File: src/rtl/writeback_stage_v2_pkg.sv
// rtl/writeback_stage_v2_pkg.sv - shared constants for the writeback stage
package writeback_stage_v2_pkg;

    localparam int XLEN_DEF = 32;

    localparam logic [6:0] OP_LOAD   = 7'b0000011;
    localparam logic [6:0] OP_STORE  = 7'b0100011;
    localparam logic [6:0] OP_BRANCH = 7'b1100011;
    localparam logic [6:0] OP_FENCE  = 7'b0001111;

    localparam logic [2:0] F3_LB  = 3'b000;
    localparam logic [2:0] F3_LH  = 3'b001;
    localparam logic [2:0] F3_LW  = 3'b010;
    localparam logic [2:0] F3_LD  = 3'b011;
    localparam logic [2:0] F3_LBU = 3'b100;
    localparam logic [2:0] F3_LHU = 3'b101;
    localparam logic [2:0] F3_LWU = 3'b110;

    // Stores, branches and fences retire without producing a register result.
    function automatic logic op_writes_rf(input logic [6:0] opcode);
        return !(opcode == OP_STORE || opcode == OP_BRANCH || opcode == OP_FENCE);
    endfunction

endpackage

File: src/rtl/writeback_stage_v2_load_formatter.sv
// rtl/writeback_stage_v2_load_formatter.sv - load data alignment and extension
module writeback_stage_v2_load_formatter
    import writeback_stage_v2_pkg::*;
#(
    parameter int XLEN  = XLEN_DEF,
    parameter int OFF_W = $clog2(XLEN / 8)
) (
    input  logic [XLEN-1:0]  data_i,
    input  logic [2:0]       funct3_i,
    input  logic [OFF_W-1:0] off_i,
    output logic [XLEN-1:0]  data_o,
    output logic             illegal_o
);

    logic [XLEN-1:0] shifted;
    logic [XLEN-1:0] shifted_h;

    // Shift the addressed bytes down to bit 0, then extend per access size.
    always_comb begin
        data_o    = '0;
        illegal_o = 1'b0;
        shifted   = data_i >> {off_i, 3'b000};
        shifted_h = data_i >> {off_i[OFF_W-1:1], 4'b0000};
        case (funct3_i)
            F3_LB:   data_o = XLEN'($signed(shifted[7:0]));
            F3_LBU:  data_o = XLEN'(shifted[7:0]);
            F3_LH:   data_o = XLEN'($signed(shifted_h[15:0]));
            F3_LHU:  data_o = XLEN'(shifted_h[15:0]);
            F3_LW:   data_o = XLEN'($signed(shifted[31:0]));
            F3_LWU: begin
                if (XLEN == 64) data_o = XLEN'(shifted[31:0]);
                else            illegal_o = 1'b1;
            end
            F3_LD: begin
                if (XLEN == 64) data_o = shifted;
                else            illegal_o = 1'b1;
            end
            default: illegal_o = 1'b1;
        endcase
    end

endmodule

File: src/rtl/writeback_stage_v2.sv
// rtl/writeback_stage_v2.sv - writeback stage with holding buffer and RF port arbitration
module writeback_stage_v2
    import writeback_stage_v2_pkg::*;
#(
    parameter int XLEN      = XLEN_DEF,
    parameter int RA_W      = 5,
    parameter int OFF_W     = $clog2(XLEN / 8),
    parameter int CNT_W     = 64,
    parameter int MAX_STALL = 2
) (
    input  logic             clk,
    input  logic             rst_n,
    input  logic             i_vld,
    output logic             o_rdy,
    input  logic [RA_W-1:0]  i_rd,
    input  logic [6:0]       i_opcode,
    input  logic [2:0]       i_funct3,
    input  logic [OFF_W-1:0] i_addr_lsb,
    input  logic [XLEN-1:0]  i_wb_data,
    input  logic             i_ext_wr_req,
    input  logic [RA_W-1:0]  i_ext_rd,
    input  logic [XLEN-1:0]  i_ext_data,
    output logic             o_ext_ack,
    output logic             o_rf_wr,
    output logic [RA_W-1:0]  o_rf_rd,
    output logic [XLEN-1:0]  o_rf_data,
    output logic             o_fwd_vld,
    output logic [RA_W-1:0]  o_fwd_rd,
    output logic [XLEN-1:0]  o_fwd_data,
    output logic [CNT_W-1:0] o_instret
);

    localparam int SC_W = 4;

    logic             full_q;
    logic             wr_q;
    logic [RA_W-1:0]  rd_q;
    logic [XLEN-1:0]  data_q;
    logic [SC_W-1:0]  stall_q;
    logic [CNT_W-1:0] instret_q;

    logic [XLEN-1:0]  fmt_data;
    logic             fmt_illegal;
    logic             is_load;
    logic [XLEN-1:0]  new_data;
    logic             new_wr;
    logic             ext_wins;
    logic             commit;
    logic             accept;

    writeback_stage_v2_load_formatter #(
        .XLEN  (XLEN),
        .OFF_W (OFF_W)
    ) u_load_formatter (
        .data_i    (i_wb_data),
        .funct3_i  (i_funct3),
        .off_i     (i_addr_lsb),
        .data_o    (fmt_data),
        .illegal_o (fmt_illegal)
    );

    // Format the incoming entry and decide whether it will write the RF.
    always_comb begin
        is_load  = (i_opcode == OP_LOAD);
        new_data = is_load ? fmt_data : i_wb_data;
        new_wr   = op_writes_rf(i_opcode) && (i_rd != '0) && !(is_load && fmt_illegal);
    end

    // Port arbitration: the external writer wins until the buffered entry has lost MAX_STALL times.
    always_comb begin
        ext_wins = rst_n && i_ext_wr_req && (!full_q || (stall_q < SC_W'(MAX_STALL)));
        commit   = full_q && !ext_wins;
        o_rdy    = rst_n && (!full_q || commit);
        accept   = i_vld && o_rdy;
    end

    // Drive the RF port from the buffer on commit, otherwise from the granted external writer.
    always_comb begin
        o_ext_ack  = ext_wins;
        o_rf_wr    = 1'b0;
        o_rf_rd    = '0;
        o_rf_data  = '0;
        o_fwd_vld  = full_q && wr_q;
        o_fwd_rd   = o_fwd_vld ? rd_q : '0;
        o_fwd_data = o_fwd_vld ? data_q : '0;
        o_instret  = instret_q;
        if (commit) begin
            o_rf_wr   = wr_q;
            o_rf_rd   = rd_q;
            o_rf_data = data_q;
        end else if (ext_wins) begin
            o_rf_wr   = (i_ext_rd != '0);
            o_rf_rd   = i_ext_rd;
            o_rf_data = i_ext_data;
        end
    end

    // Buffer, starvation counter and retired-instruction counter.
    always_ff @(posedge clk or negedge rst_n) begin
        if (!rst_n) begin
            full_q    <= 1'b0;
            wr_q      <= 1'b0;
            rd_q      <= '0;
            data_q    <= '0;
            stall_q   <= '0;
            instret_q <= '0;
        end else begin
            if (accept) begin
                full_q <= 1'b1;
                wr_q   <= new_wr;
                rd_q   <= i_rd;
                data_q <= new_data;
            end else if (commit) begin
                full_q <= 1'b0;
            end
            if (commit) begin
                stall_q   <= '0;
                instret_q <= instret_q + CNT_W'(1);
            end else if (full_q && ext_wins) begin
                stall_q <= stall_q + SC_W'(1);
            end
        end
    end

endmodule

File: config.mk
export PLATFORM = sky130hd
export DESIGN_NAME = writeback_stage_v2
export DESIGN_NICKNAME = d
export VERILOG_FILES = /design/src/rtl/writeback_stage_v2_pkg.sv /design/src/rtl/writeback_stage_v2_load_formatter.sv /design/src/rtl/writeback_stage_v2.sv
export SDC_FILE = /design/constraint.sdc
export NUM_CORES = 1
export LEC_CHECK = 0
export CAP_MARGIN = 20
export CORE_ASPECT_RATIO = 0.75
export CORE_MARGIN = 4
export CORE_UTILIZATION = 40
export CTS_CLUSTER_SIZE = 16
export DETAILED_ROUTE_END_ITERATION = 7
export GPL_ROUTABILITY_DRIVEN = 0
export GPL_TIMING_DRIVEN = 0
export HOLD_SLACK_MARGIN = 0.1
export MAX_ROUTING_LAYER = met4
export PLACE_DENSITY = 0.72
export SETUP_SLACK_MARGIN = 0.15
export SYNTH_ARGS = -nofsm -noshare
export SYNTH_HDL_FRONTEND = slang
export SYNTH_SLANG_ARGS = --single-unit
File: constraint.sdc
create_clock -name clk -period 2.8 [get_ports clk]
set_input_delay 0.56 -clock clk [delete_from_list [all_inputs] [get_ports clk]]
set_output_delay 0.56 -clock clk [all_outputs]
set_load 0.1 [all_outputs]
==> reports/metrics.yaml, run 1 <==
global_routing:
  grt_pass1_wl_mm: 36.9
  grt_use_total_pct: 25.4
  grt_pass1_vias: 6751
  grt_start_max_net_pins: 64
  antenna_found_initial: 0
  grt_overflow_total: 0
setup_path:
  worst_path_max_delay_cell: "or3_4"
  crit_path_cell_trace: "or3_4 -> a21oi_4 -> buf_4 -> buf_6 -> nor2_1 -> a31oi_4 -> buf_12"
  crit_path_max_fanout: 10
  crit_buf_inv: 3
  startpoint_type: "register"
  critPathTopFamily: "simple AND/OR/NAND/NOR gates"
  end_kind: "output pin"
  cp.arrival_ns: 2.11
  slowest_delay_ns: 0.42
  crit_type: "reg2out"
  required_ns: 2.24
routing:
  num_vias: 7072
  drt-initial-drc-count: 477
  drt_wl_total_mm: 23.9
  drc: 0
  wl_per_cell_um: 18.9
  drtAntennaViolNets: 0
  dr.pass1.iters: 5
  viasPerCell: 5.58
layout:
  finalNetCount: 1144
  final_cell_mix: "nand2_1, clkdlybuf4s50_1, dfrtp_1"
  areaGrowthSynthToFinish_pct: 53.8
  final_area_um2: 10100
  final_layout_size_suffix_gt1_share_pct: 20.6
  antenna_cells: 0
  final_common_cell: "nand2_1"
  fin_util_pct: 62.9
timing:
  slew_violations: 0
  fin_crit_sh_pct: 95.4
  holdWs_ns: 0.203
  min_period_ns: 2.67
  skew_ns: 0.0140
  max_slew.worst_pin.slew_ns: 0.997
  grt_setup_unrepaired: "yes"
  finalHoldViolCount: 0
  max_freq_mhz: 374
  relSlewSlack_pct: 33.4
  timing.setup.tns_ns: 0
  finalSetupViolations: 0
synthesis:
  yosys_warnings: 0
  synth-seq-cells: 107
  synth_top_area_share_pct: 40.7
  syn-cell-area_um2: 6570
  synth_edf_count: 0
  synth_cell_types: 48
  synth_cells: 793
  synth_area_leaders: "dfrtp_1, nand2_1, xor2_1, o21ai_0, and3_1"
  seq_area_frac_synth_pct: 40.7
  synthFlopType: "dfrtp_1"
  async_reset_ff_share_pct: 100
  avgSynthCellArea_um2: 8.29
  synth_nets: 885
  synth_top_area_cell: "dfrtp_1"
die:
  ios: 232
  die_area_um2: 18600
  die_w_um: 156
  die_h_um: 119
  rows: 40
  core_area_um2: 16100
  initial_core_util_pct: 40.9
clock_tree:
  worstSkewPairLatency_ns: 0.35
  clock_path_buffers: 2
  cts_max_level: 3
  tritoncts: "built"
  cts.sinks: 107
  numCtsBuffers: 9
  clkSlewWorstSetupHoldPaths_ns: 0.08
  clock-root-buffer: "clkbuf_16"
power_and_ir_drop:
  leakage_nw: 4.44
  powerDensity_nw_per_um2: 549
  ir_worst_vdd_mv: 0.395
  finalPower_mw: 5.55
placement:
  place_hpwl_mm: 18.2
  placed_area_um2: 9330
  portBuffers: 231
outcome:
  status: "finished clean"
hold_path:
  min_path_type: "in2async"
flow_run:
  drv_cap: 0
==> state kept, by name, summed over array words and instances, names as in the netlist <==
| name | flops |
|---|---|
| data_q | 32 |
| stall_q | 4 |
| rd_q | 5 |
| o_instret | 64 |
| wr_q | 1 |
| full_q | 1 |
==> cell type report <==
| type | instances | area [um^2] |
|---|---|---|
| clock buffers | 10 | 239 |
| flip-flops and latches | 107 | 2700 |
| inverters | 10 | 37.5 |
| fillers | 1410 | 5950 |
| multi-input cells | 629 | 3900 |
| plain buffers | 47 | 297 |
| well taps | 210 | 263 |
| clock inverters | 6 | 81.3 |
| repair buffers | 248 | 2600 |
==> cells in the mapped netlist (all sizes together) (4+ instances only) <==
| master | instances |
|---|---|
| clkbuf | 41 |
| or3 | 4 |
| a31oi | 22 |
| mux2 | 14 |
| nand2 | 161 |
| xor2 | 42 |
| and2 | 11 |
| a22oi | 8 |
| o41a | 7 |
| mux2i | 9 |
| xnor2 | 22 |
| inv | 10 |
| o21ai | 64 |
| a221oi | 7 |
| nand2b | 4 |
| nor3 | 27 |
| o21a | 7 |
| nand4 | 24 |
| dfrtp | 107 |
| and3 | 41 |
| o22a | 8 |
| a21oi | 24 |
| nand3 | 30 |
| buf | 6 |
| nor2 | 55 |
| nor4 | 12 |
==> power by group <==
part	switching, mW	internal [mW]	total, mW
logic	1.67	0.682	2.35
registers	0.168	1.69	1.85
clock network	0.609	0.738	1.35
==> repair_timing <==
action	in CTS	in global routing
gates resized for setup	513	90
cloned	0	2
setup endpoints to repair	108	104
hold endpoints to repair	0	3
buffers inserted	4	5
hold buffers	0	5
pin swaps	2	2
==> per-stage QoR <==
step | cells | worst slack [ns]
after CTS | 1255 | 0.0189
final | 1267 | 0.130
after floorplan | 793 | -0.181
after detailed placement | 1235 | -1.98
after global routing | 1267 | 0.0520
after global placement | 1234 | -5.80
==> routing by layer <==
layer,up-vias,track usage [%],part of all wire [%]
met5,-,-,0
met4,0,4.05,0.89
met3,15,4.54,7.8
met2,273,36.0,44
met1,3446,38.5,48
li1,3338,-,-
==> kinds of logic after synthesis <==
logic type | synth area share, %
AO/OA/AOI/OAI | 15.3
XOR/XNOR | 8.53
adder cells (fa/ha/maj) | 0.381
buffers and inverters | 3.48
flip-flops | 40.7
multiplexers | 3.77
AND/OR/NAND/NOR | 27.8
==> final timing paths <==
path / start / cells after the start / to / slack [ns]
worst min register to register: o_instret[63] / 1 / o_instret[63] / 0.48
max in group asynchronous: rst_n / 2 / o_instret[39] / 1.70
worst max-delay path: stall_q[3] / 7 / o_rf_wr / 0.13
min in group clk: o_instret[63] / 1 / o_instret[63] / 0.48
worst max register to register: full_q / 6 / data_q[4] / 0.42
worst min-delay path: rst_n / 2 / o_instret[54] / 0.20
No activity file was read; power rests on OpenSTA's default activity.
==> run 2: changes to the inputs <==
- CORE_MARGIN: 4 -> not set
- PLACE_DENSITY: 0.72 -> 0.75
- SETUP_SLACK_MARGIN: 0.15 -> 0.2
- clock period: 2.8 -> 2.35 ns (I/O delays scaled with it)
==> run 2 against run 1 <==
Against the previous run:
- the run now ends with design-rule violations, negative setup slack left
- worst hold slack worse by 0.085 ns
- die area is 8.7% lower
- flip-flop and latch count is the same
- register-to-register slack got worse by 0.31 ns
- core utilization is 7.7 points higher
- total power increased by 23%
- critical path type unchanged
- largest power group unchanged
- highest routed layer unchanged
==> reports/metrics.yaml, run 2 (synthesized netlist as in run 1, its figures left out) <==
layout:
  areaGrowthSynthToFinish_pct: 72.1
  fillers: 1191
  final-seq-area_um2: 2840
  final_area_um2: 11300
  final_common_cell: "nand2_1"
  multiInputGateArea_um2: 4320
  largest_reg_flops: 64
  antenna_cells: 0
  final_cell_mix: "nand2_1, clkdlybuf4s50_1, dfrtp_1"
  final_layout_size_suffix_gt1_share_pct: 32.1
  fin_util_pct: 70.7
  finalNetCount: 1171
setup_path:
  worst_path_max_delay_cell: "or3_4"
  crit_path_cell_trace: "or3_4 -> a21oi_4 -> buf_6 -> buf_6 -> nand2_1 -> o21ai_4 -> buf_12"
  end_kind: "output pin"
  crit_buf_inv: 3
  crit_path_max_fanout: 6
  startpoint_type: "register"
  slowest_delay_ns: 0.41
  crit_type: "reg2out"
  critPathTopFamily: "buffers and inverters"
  cp.arrival_ns: 2.04
  cpMostUsedCell: "buf_6"
  required_ns: 1.88
global_routing:
  grt_start_max_net_pins: 59
  grt_pass1_vias: 6959
  antenna_found_initial: 0
  grt_use_total_pct: 31.5
  grt_overflow_total: 0
  grt_pass1_wl_mm: 39.7
outcome:
  violations: "design-rule violations, negative setup slack"
  status: "finished, violations left"
routing:
  wl_per_cell_um: 20.4
  drtAntennaViolNets: 0
  dr.pass1.iters: 8
  drt_wl_total_mm: 26.4
  viasPerCell: 5.80
  num_vias: 7500
  drt-initial-drc-count: 626
  drc: 1
clock_tree:
  cts_max_level: 3
  tritoncts: "built"
  cts.sinks: 107
  clock-root-buffer: "clkbuf_16"
  clkSlewWorstSetupHoldPaths_ns: 0.08
  numCtsBuffers: 9
  clock_path_buffers: 2
  worstSkewPairLatency_ns: 0.35
flow_run:
  drv_cap: 0
timing:
  max_freq_mhz: 398
  max_slew.worst_pin.slew_ns: 1.00
  fin_crit_sh_pct: 107
  finalHoldViolCount: 0
  slew_violations: 0
  grt_setup_unrepaired: "yes"
  finalSetupViolations: 40
  layout_setup_ws_ns: -0.162
  min_period_ns: 2.51
  skew_ns: 0.0145
  relSlewSlack_pct: 33.5
power_and_ir_drop:
  power.internal_mw: 3.81
  powerDensity_nw_per_um2: 604
  pwr-share-clk_pct: 22.2
  swShare_pct: 44.2
  p_switching_mw: 3.02
  ir_worst_vdd_mv: 0.569
  leakage_nw: 4.98
  p_comb_share_pct: 45.3
  seq_power_share_pct: 32.5
placement:
  place_hpwl_mm: 18.8
  portBuffers: 231
  placed_area_um2: 9790
die:
  initial_core_util_pct: 41.0
  ios: 232
  rows: 40
  core_area_um2: 16000
  die_h_um: 113
  die_w_um: 150
  die_area_um2: 17000
hold_path:
  min_path_type: "in2async"
==> run 2: area by class of cell <==
class	instances	area share (%)
inverters	10	0.354
repair buffers	274	27.7
clock inverters	5	0.398
well taps	210	2.32
plain buffers	47	3.75
multi-input cells	630	38.2
flip-flops and latches	107	25.1
clock buffers	11	2.23
==> run 2: final timing paths <==
path	cells past startpoint	to	slack, ns	startpoint
setup / recovery	7	o_rf_data[29]	-0.16	stall_q[3]
hold / removal	2	o_instret[4]	0.12	rst_n
setup reg to reg	7	data_q[27]	0.11	stall_q[2]
hold reg to reg	1	o_instret[63]	0.46	o_instret[63]
max in group asynchronous	2	o_instret[12]	1.88	rst_n
min in group clk	1	o_instret[63]	0.46	o_instret[63]
==> run 2: per-layer routing <==
layer	part of all wire, %	GRT usage, %	vias up	routed length [um]
met2	44	44.1	385	11600
met4	2.2	8.08	0	569
met1	46	45.6	3661	12000
li1	-	-	3403	-
met3	8.4	7.14	51	2230
met5	0	-	-	0
==> run 2: worst reg2reg max path, stage by stage, from the launching register on <==
cell and delay, ns:
dfrtp_1 0.39, buf_4 0.14, nor3_1 0.49, a31oi_1 0.22, buf_2 0.26, clkbuf_1 0.32
nor2_1 0.20, a31oi_1 0.07
==> run 2: per-stage QoR <==
stage          total power, mW  setup WS (ns)  hold slack (ns)  std cells  setup TNS [ns]
2_1_floorplan             4.18         0.0406            0.174        793               0
3_3_place_gp              4.95          -5.99            0.458       1234        -1116.91
6_report                  6.83         -0.162            0.118       1294           -4.38
3_5_place_dp              4.98          -1.64            0.456       1235          -99.39
4_1_cts                   6.75         -0.120            0.111       1278           -3.90
5_1_grt                   7.08         -0.225            0.125       1294           -6.44
==> run 2: power by group through the flow <==
| stage | registers [mW] | clock network, mW | logic (mW) |
|---|---|---|---|
| after floorplan | 2.55 | 0 | 1.64 |
| after global placement | 2.25 | 0 | 2.70 |
| after detailed placement | 2.26 | 0 | 2.73 |
| after CTS | 2.22 | 1.54 | 3.00 |
| after global routing | 2.25 | 1.62 | 3.21 |
| final | 2.22 | 1.52 | 3.09 |
==> run 2: repair_timing <==
item	in CTS	in global routing
buffers inserted	21	13
hold endpoints to repair	25	0
endpoints found under the setup margin	204	169
cloned	4	3
pin swaps	12	24
hold buffers	2	0
gates resized for setup	771	118
